--- src/rtl/mem_arb_pkg.sv ---
// Shared types and constants for the memory bus arbiter.
package mem_arb_pkg;

  // Arbiter sequencing states.
  typedef enum logic [1:0] {
    IDLE   = 2'd0,
    ACCESS = 2'd1,
    WAIT   = 2'd2,
    RESP   = 2'd3
  } arb_state_e;

  // Requester indices; a pick value of 1 means DMA.
  localparam int PORT_CPU = 0;
  localparam int PORT_DMA = 1;

  // Wait counter width, enough for read latencies up to 3.
  localparam int CNT_W = 2;

endpackage

--- src/rtl/mem_arb_rr_pick.sv ---
// Combinational 2-way picker: round-robin or fixed CPU priority on ties.
module mem_arb_rr_pick
  import mem_arb_pkg::*;
(
  input  logic [1:0] req,
  input  logic       last_grant,
  input  logic       fixed_prio,
  output logic       pick,
  output logic       any
);

  // Tie goes to the port not granted last, or to the CPU when fixed.
  always_comb begin
    any  = |req;
    pick = req[PORT_DMA];
    if (&req) pick = fixed_prio ? 1'b0 : ~last_grant;
  end

endmodule

--- src/rtl/mem_bus_arbiter.sv ---
// Shares one synchronous memory port between the CPU and a DMA requester.
module mem_bus_arbiter
  import mem_arb_pkg::*;
#(
  parameter int ADDR_W     = 16,
  parameter int DATA_W     = 16,
  parameter int RD_LAT     = 1,
  parameter int FIXED_PRIO = 0
) (
  input  logic              clk,
  input  logic              reset_n,
  input  logic              cpu_req,
  input  logic              cpu_we,
  input  logic [ADDR_W-1:0] cpu_addr,
  input  logic [DATA_W-1:0] cpu_wdata,
  output logic              cpu_ack,
  output logic [DATA_W-1:0] cpu_rdata,
  input  logic              dma_req,
  input  logic              dma_we,
  input  logic [ADDR_W-1:0] dma_addr,
  input  logic [DATA_W-1:0] dma_wdata,
  output logic              dma_ack,
  output logic [DATA_W-1:0] dma_rdata,
  output logic              mem_en,
  output logic              mem_we,
  output logic [ADDR_W-1:0] mem_addr,
  output logic [DATA_W-1:0] mem_wdata,
  input  logic [DATA_W-1:0] mem_rdata,
  output logic              busy,
  output logic              gnt_dma
);

  typedef struct packed {
    logic              we;
    logic [ADDR_W-1:0] addr;
    logic [DATA_W-1:0] wdata;
  } cmd_t;

  localparam logic [CNT_W-1:0] LAT = CNT_W'(RD_LAT);

  arb_state_e       state;
  cmd_t             cmd;
  logic [CNT_W-1:0] cnt;
  logic             last_grant;
  logic             pick;
  logic             any;

  mem_arb_rr_pick u_pick (
    .req        ({dma_req, cpu_req}),
    .last_grant (last_grant),
    .fixed_prio (FIXED_PRIO != 0),
    .pick       (pick),
    .any        (any)
  );

  // Memory address/data come straight from the command register.
  assign mem_addr  = cmd.addr;
  assign mem_wdata = cmd.wdata;

  // Grant, strobe the memory once, wait out read latency, pulse ack.
  always_ff @(posedge clk or negedge reset_n) begin
    if (!reset_n) begin
      state      <= IDLE;
      cmd        <= '0;
      cnt        <= '0;
      last_grant <= 1'b1;
      gnt_dma    <= 1'b0;
      busy       <= 1'b0;
      mem_en     <= 1'b0;
      mem_we     <= 1'b0;
      cpu_ack    <= 1'b0;
      dma_ack    <= 1'b0;
      cpu_rdata  <= '0;
      dma_rdata  <= '0;
    end else begin
      cpu_ack <= 1'b0;
      dma_ack <= 1'b0;
      case (state)
        IDLE: begin
          if (any) begin
            cmd.we     <= pick ? dma_we    : cpu_we;
            cmd.addr   <= pick ? dma_addr  : cpu_addr;
            cmd.wdata  <= pick ? dma_wdata : cpu_wdata;
            gnt_dma    <= pick;
            last_grant <= pick;
            busy       <= 1'b1;
            mem_en     <= 1'b1;
            mem_we     <= pick ? dma_we : cpu_we;
            state      <= ACCESS;
          end
        end
        ACCESS: begin
          mem_en <= 1'b0;
          mem_we <= 1'b0;
          if (cmd.we) begin
            cpu_ack <= ~gnt_dma;
            dma_ack <= gnt_dma;
            state   <= RESP;
          end else begin
            cnt   <= LAT;
            state <= WAIT;
          end
        end
        WAIT: begin
          if (cnt == CNT_W'(1)) begin
            if (gnt_dma) dma_rdata <= mem_rdata;
            else         cpu_rdata <= mem_rdata;
            cpu_ack <= ~gnt_dma;
            dma_ack <= gnt_dma;
            state   <= RESP;
          end else begin
            cnt <= cnt - 1'b1;
          end
        end
        RESP: begin
          busy  <= 1'b0;
          state <= IDLE;
        end
        default: state <= IDLE;
      endcase
    end
  end

endmodule

--- config.mk ---
export PLATFORM = sky130hd
export DESIGN_NAME = mem_bus_arbiter
export DESIGN_NICKNAME = d
export VERILOG_FILES = /design/src/rtl/mem_arb_pkg.sv /design/src/rtl/mem_arb_rr_pick.sv /design/src/rtl/mem_bus_arbiter.sv
export SDC_FILE = /design/constraint.sdc
export NUM_CORES = 1
export LEC_CHECK = 0
export ABC_AREA = 1
export BUFFER_PORTS_ARGS = -buffer_cell sky130_fd_sc_hd__buf_4
export CAP_MARGIN = 10
export CORE_MARGIN = 2
export CORE_UTILIZATION = 54
export CTS_BUF_LIST = sky130_fd_sc_hd__clkbuf_4
export DETAILED_ROUTE_END_ITERATION = 16
export HOLD_SLACK_MARGIN = 0.03
export PLACE_DENSITY = 0.89
export SLEW_MARGIN = 30
export SYNTH_ARGS = -nofsm -noshare
export SYNTH_HDL_FRONTEND = slang
export SYNTH_SLANG_ARGS = --single-unit
--- constraint.sdc ---
create_clock -name clk -period 3.1 [get_ports clk]
set_clock_uncertainty 0.1 [all_clocks]
set_input_delay 0.155 -clock clk [delete_from_list [all_inputs] [get_ports clk]]
set_output_delay 0.155 -clock clk [all_outputs]
set_load 0.05 [all_outputs]
# Word-level counts from Yosys, hierarchy flattened
# Index checks and enable logic that the tools add are counted.
[word_totals] register_bits=76 in_bits=86 out_inout_bits=70 word_cells=60
[op_classes] n_addsub=1 n_eq_ne=8 n_mux=22 bitwise=2 reduce_logical=13
[op_table] op="16-bit 2-to-1 mux" count=2
[op_table] op="1-bit one-hot mux with 2 select lines" count=5
[op_table] op="2-bit AND reduction" count=5
[op_table] op="1-bit 2-to-1 mux" count=9
[op_table] op="3-bit AND reduction" count=3
[op_table] op="2-bit 2-to-1 mux" count=4
[op_table] op="2-bit inequality test, second input constant" count=4
[op_table] op="2-bit one-hot mux with 4 select lines" count=1
[op_table] op="2-bit nonzero test" count=3
[op_table] op="2-bit by 1-bit equality test with 1-bit output, second input constant" count=2
[op_table] op="2-bit equality test, second input constant" count=2
[op_table] op="2-bit one-hot mux with 2 select lines" count=1
[op_table] op="2-bit zero test" count=1
[op_table] op="1-bit inverter" count=2
[op_table] op="2-bit OR reduction" count=1
[op_table] op="2-bit by 1-bit subtractor with 2-bit output, second input constant" count=1

# Depth between registers and ports, before layout
[logic_depth] depth_word=5 ltp_mapped=8 depth_no_buf=8

# Modules after synthesis
# From an unflattened synthesis, not the netlist that was laid out.
[hier_totals] hier_cells=417 area_unflattened_um2=4042.6
[by_module_without_submodules] mod="mem_bus_arbiter" instances=1 cells_per_inst=410 area_each_um2=4006.3 seq_area_each_um2=1903.1
[by_module_without_submodules] mod="mem_arb_rr_pick" instances=1 cells_per_inst=7 area_each_um2=36.3 seq_area_each_um2=0.0

# Worst setup path before layout
# OpenSTA, ideal clock, no wires.
[synth_timing] path_type="register -> register" startpoint="register state[0]" endpoint="register dma_rdata[1]" arrival_ps=1263 required_time_ps=2869 setup_slack_ps=1606 path_stages_with_launch=7 path_cell_list="dfrtp_1 inv_1 ha_1 nand3_1 clkbuf_1 nand2_1 o21ai_0"
[synth_between] elab_chain_len=2
[synth_lines] item="start, declared" line="mem_bus_arbiter.sv:41" rtl="arb_state_e state;"
[synth_lines] item="start signal, assigned" line="mem_bus_arbiter.sv:63" rtl="state <= IDLE;"
[synth_lines] item="start signal, assigned" line="mem_bus_arbiter.sv:89" rtl="state <= ACCESS;"
[synth_lines] item="start signal, assigned" line="mem_bus_arbiter.sv:98" rtl="state <= RESP;"
[synth_lines] item="2-bit equality test" line="mem_bus_arbiter.sv:78" rtl="case (state)"
[synth_lines] item="3-bit AND reduction (no line)"
[synth_lines] item="end signal, assigned" line="mem_bus_arbiter.sv:106" rtl="if (gnt_dma) dma_rdata <= mem_rdata;"
[synth_lines] item="end, declared" line="mem_bus_arbiter.sv:23" rtl="output logic [DATA_W-1:0] dma_rdata,"
# Every way passes these cells.
# A chain may end at the register's enable or synchronous reset.

# Worst setup path after layout
[layout_timing] startpoint="register last_grant" endpoint="register cmd, in the netlist mem_addr[1]"
[layout_between] elab_chain_len=3
[layout_lines] item="start, declared" line="mem_bus_arbiter.sv:44" rtl="logic last_grant;"
[layout_lines] item="start signal, assigned" line="mem_bus_arbiter.sv:85" rtl="last_grant <= pick;"
[layout_lines] item="1-bit inverter" line="mem_arb_rr_pick.sv:16" rtl="if (&req) pick = fixed_prio ? 1'b0 : ~last_grant;"
[layout_lines] item="1-bit 2-to-1 mux" line="mem_arb_rr_pick.sv:16"
[layout_lines] item="16-bit 2-to-1 mux" line="mem_bus_arbiter.sv:82" rtl="cmd.addr <= pick ? dma_addr : cpu_addr;"
[layout_lines] item="end, declared" line="mem_bus_arbiter.sv:42" rtl="cmd_t cmd;"
# Every way passes these cells.

==> flow_summary_export.csv <==
group,metric,value,unit
placed_design,gp_congestion,0.808,
sta,final.setup.tns,0,ps
worst_setup_path,cp.required,3290,ps
global_routing,grt_pass1_wl,20400,um
placed_design,dpl.cell_count,655,
routing,routed_wl,13000,um
pwr,irDropWorstVdd,0.000634,V
finish,seq_area,1900,um^2
finish,multi_input_area,1350,um^2
hold_path,hold_class,"in -> reg",
floorplan,die-height,87.0,um
sta,period_needed,2880,ps
routing,via_count,4089,
synthesis,syn_avg_cell_area,7.97,um^2
floorplan,die_x,87.0,um
sta,slew_headroom,0.535,
sta,finalHoldViolations,0,
placed_design,io_buffers,155,
routing,avgViaCountPerCell,5.42,
routing,drt_first_pass_iters,9,
run_status,outcome,"completed",
clock_tree,cts_max_level,3,
finish,antennaDiodeCount,0,
clock_tree,numCtsBuffers,9,
placed_design,dpl.hpwl,6520,um
routing,wl_met1,4470,um
global_routing,antenna_found_initial,0,
global_routing,grt_start_max_net_pins,77,
worst_setup_path,path_max_fanout,34,
finish,mostFrequentLayoutCell,"nand2_1",
pwr,p_leak,3.16,nW
synthesis,synth_seq_cells,76,
worst_setup_path,path_class,"reg -> reg",
global_routing,grt_pass1_vias,4203,
synthesis,ys_seq_area_frac,0.511,
sta,worst_pin_slew,697,ps
finish,fin_cells,754,
finish,fin_util,0.839,
floorplan,io_pins,156,
routing,drtIter0Drc,368,
synthesis,synthCells,467,
synthesis,ys_warn_count,0,
synthesis,netlist_area,3720,um^2
worst_setup_path,worstPathArrival,3070,ps
synthesis,async_flop_share,1.00,
finish,final_layout_size_suffix_gt1_frac,0.266,
finish,n_fill_cell,338,
sta,slew_viol_final,0,
clock_tree,cts.sinks,76,
routing,wl_met3,1150,um
floorplan,core.rowCount,30,
finish,layout_common_cells,"nand2_1 (251), buf_4 (157), dlygate4sd3_1 (83)",
finish,fin_nets,764,
routing,topRoutingLayerUsed,"met4",
synthesis,yosys_most_used_dff,"dfrtp_1",
floorplan,start_util,0.554,
synthesis,synth_edf_count,0,
job,drv_cap,0,
sta,setup_viol,0,
floorplan,design.core.area,6720,um^2
clock_tree,clock_latency,400,ps
routing,met2_length,6680,um
clock_tree,cts_setup_buffers,0,
routing,wl_per_cell,17.2,um
synthesis,syn_nets,562,
worst_setup_path,cp-start-kind,"register",
worst_setup_path,end_kind,"register",
global_routing,gr-total-overflow,0,
clock_tree,cts_tree,"done",
sta,grt_setup_unrepaired,"false",
pwr,power_density,1120,nW/um^2
routing,drtAntennaViolNets,0,
synthesis,synth.distinct_cells,19,
sta,period_share,0.928,
clock_tree,cts_max_path_buffers,2,
floorplan,dieArea,7580,um^2
finish,syn2layout_area_growth,51.3,%
clock_tree,root_buffer,"clkbuf_4",
clock_tree,clkTransAtPathRegs,140,ps
sta,timing.fmax,348,MHz
global_routing,grt.total_usage,0.354,
routing,detail_route.drc_violations,0,
[synthesized netlist by cell type, types with 2 or more instances]
master    instances  share of area
nand2_1         251           0.25
dfrtp_1          75           0.50
buf_4            36          0.073
o21ai_0          36          0.048
inv_1            25          0.025
ha_1              9          0.030
nand3_1           7         0.0094
buf_6             6          0.018
clkbuf_1          6         0.0060
o211ai_1          4         0.0081
nor2_1            3         0.0030
buf_2             2         0.0027
[layout make-up]
| cell class | instances | share of cell area |
|---|---|---|
| repair buffers | 241 | 0.359 |
| flip-flops and latches | 76 | 0.338 |
| multi-input cells | 314 | 0.239 |
| inverters | 27 | 0.0184 |
| well taps | 80 | 0.0178 |
| clock inverters | 6 | 0.0153 |
| clock buffers | 10 | 0.0133 |
[report_power, final]
group          leakage, nW  switching, W  internal (W)
Combinational         2.14       0.00265       0.00113
Clock               0.0868      0.000370      0.000337
Sequential           0.938      0.000331       0.00147
[worst paths after layout]
kind / endpoint / from / slack [ps] / cells after the start
setup / recovery: mem_addr[1] / last_grant / 220 / 8
hold / removal: mem_we / dma_we / 70 / 5
setup reg to reg: mem_addr[1] / last_grant / 220 / 8
hold reg to reg: last_grant / last_grant / 400 / 2
max in group asynchronous: state[0] / reset_n / 2170 / 2
min in group asynchronous: mem_wdata[4] / reset_n / 190 / 2
[per-stage QoR]
step / setup WS [ps] / hold WS [ps] / total power, W / area (um^2)
2_1_floorplan: 1610 / -241 / 0.00449 / 3720
4_1_cts: 483 / 32.5 / 0.00612 / 5630
3_3_place_gp: 1170 / 254 / 0.00518 / 4640
6_report: 224 / 67.5 / 0.00629 / 5640
5_1_grt: 119 / 53.0 / 0.00660 / 5640
3_5_place_dp: 1090 / 264 / 0.00527 / 4640
[flip-flops by register name (all words and copies together) (netlist names)]
signal / count
busy: 1
cmd: 1
cnt: 2
cpu_ack: 1
cpu_rdata: 16
dma_ack: 1
dma_rdata: 16
gnt_dma: 1
last_grant: 1
mem_addr: 16
mem_en: 1
mem_wdata: 16
mem_we: 1
state: 2
[critical path: stages (launching register included)]
cell,delay (ps)
dfstp_2,540
nand2_1,80
nand2_2,510
inv_2,450
nand2_1,170
nand2_1,60
dlygate4sd3_1,570
nand2_1,160
nand2_1,120
[metal layers]
metal / track usage / up-vias
li1: - / 1802
met1: 0.388 / 1919
met2: 0.626 / 289
met3: 0.0919 / 79
met4: 0.189 / 0
met5: 0 / -
[timing repair]
action,in CTS,in global routing
hold buffers,83,0
endpoints found under the setup margin,0,0
endpoints found under the hold margin,141,0
gates resized for setup,0,0
[kinds of logic (layout without fill, tap and decap cells)]
family | after synthesis | in the layout | share of synthesized area
AO/OA/AOI/OAI | 42 | 42 | 0.0622
flip-flops | 76 | 76 | 0.511
AND/OR/NAND/NOR | 263 | 263 | 0.269
buffers and inverters | 77 | 284 | 0.127
adder cells (fa/ha/maj) | 9 | 9 | 0.0302
(Power assumes the default switching activity.)
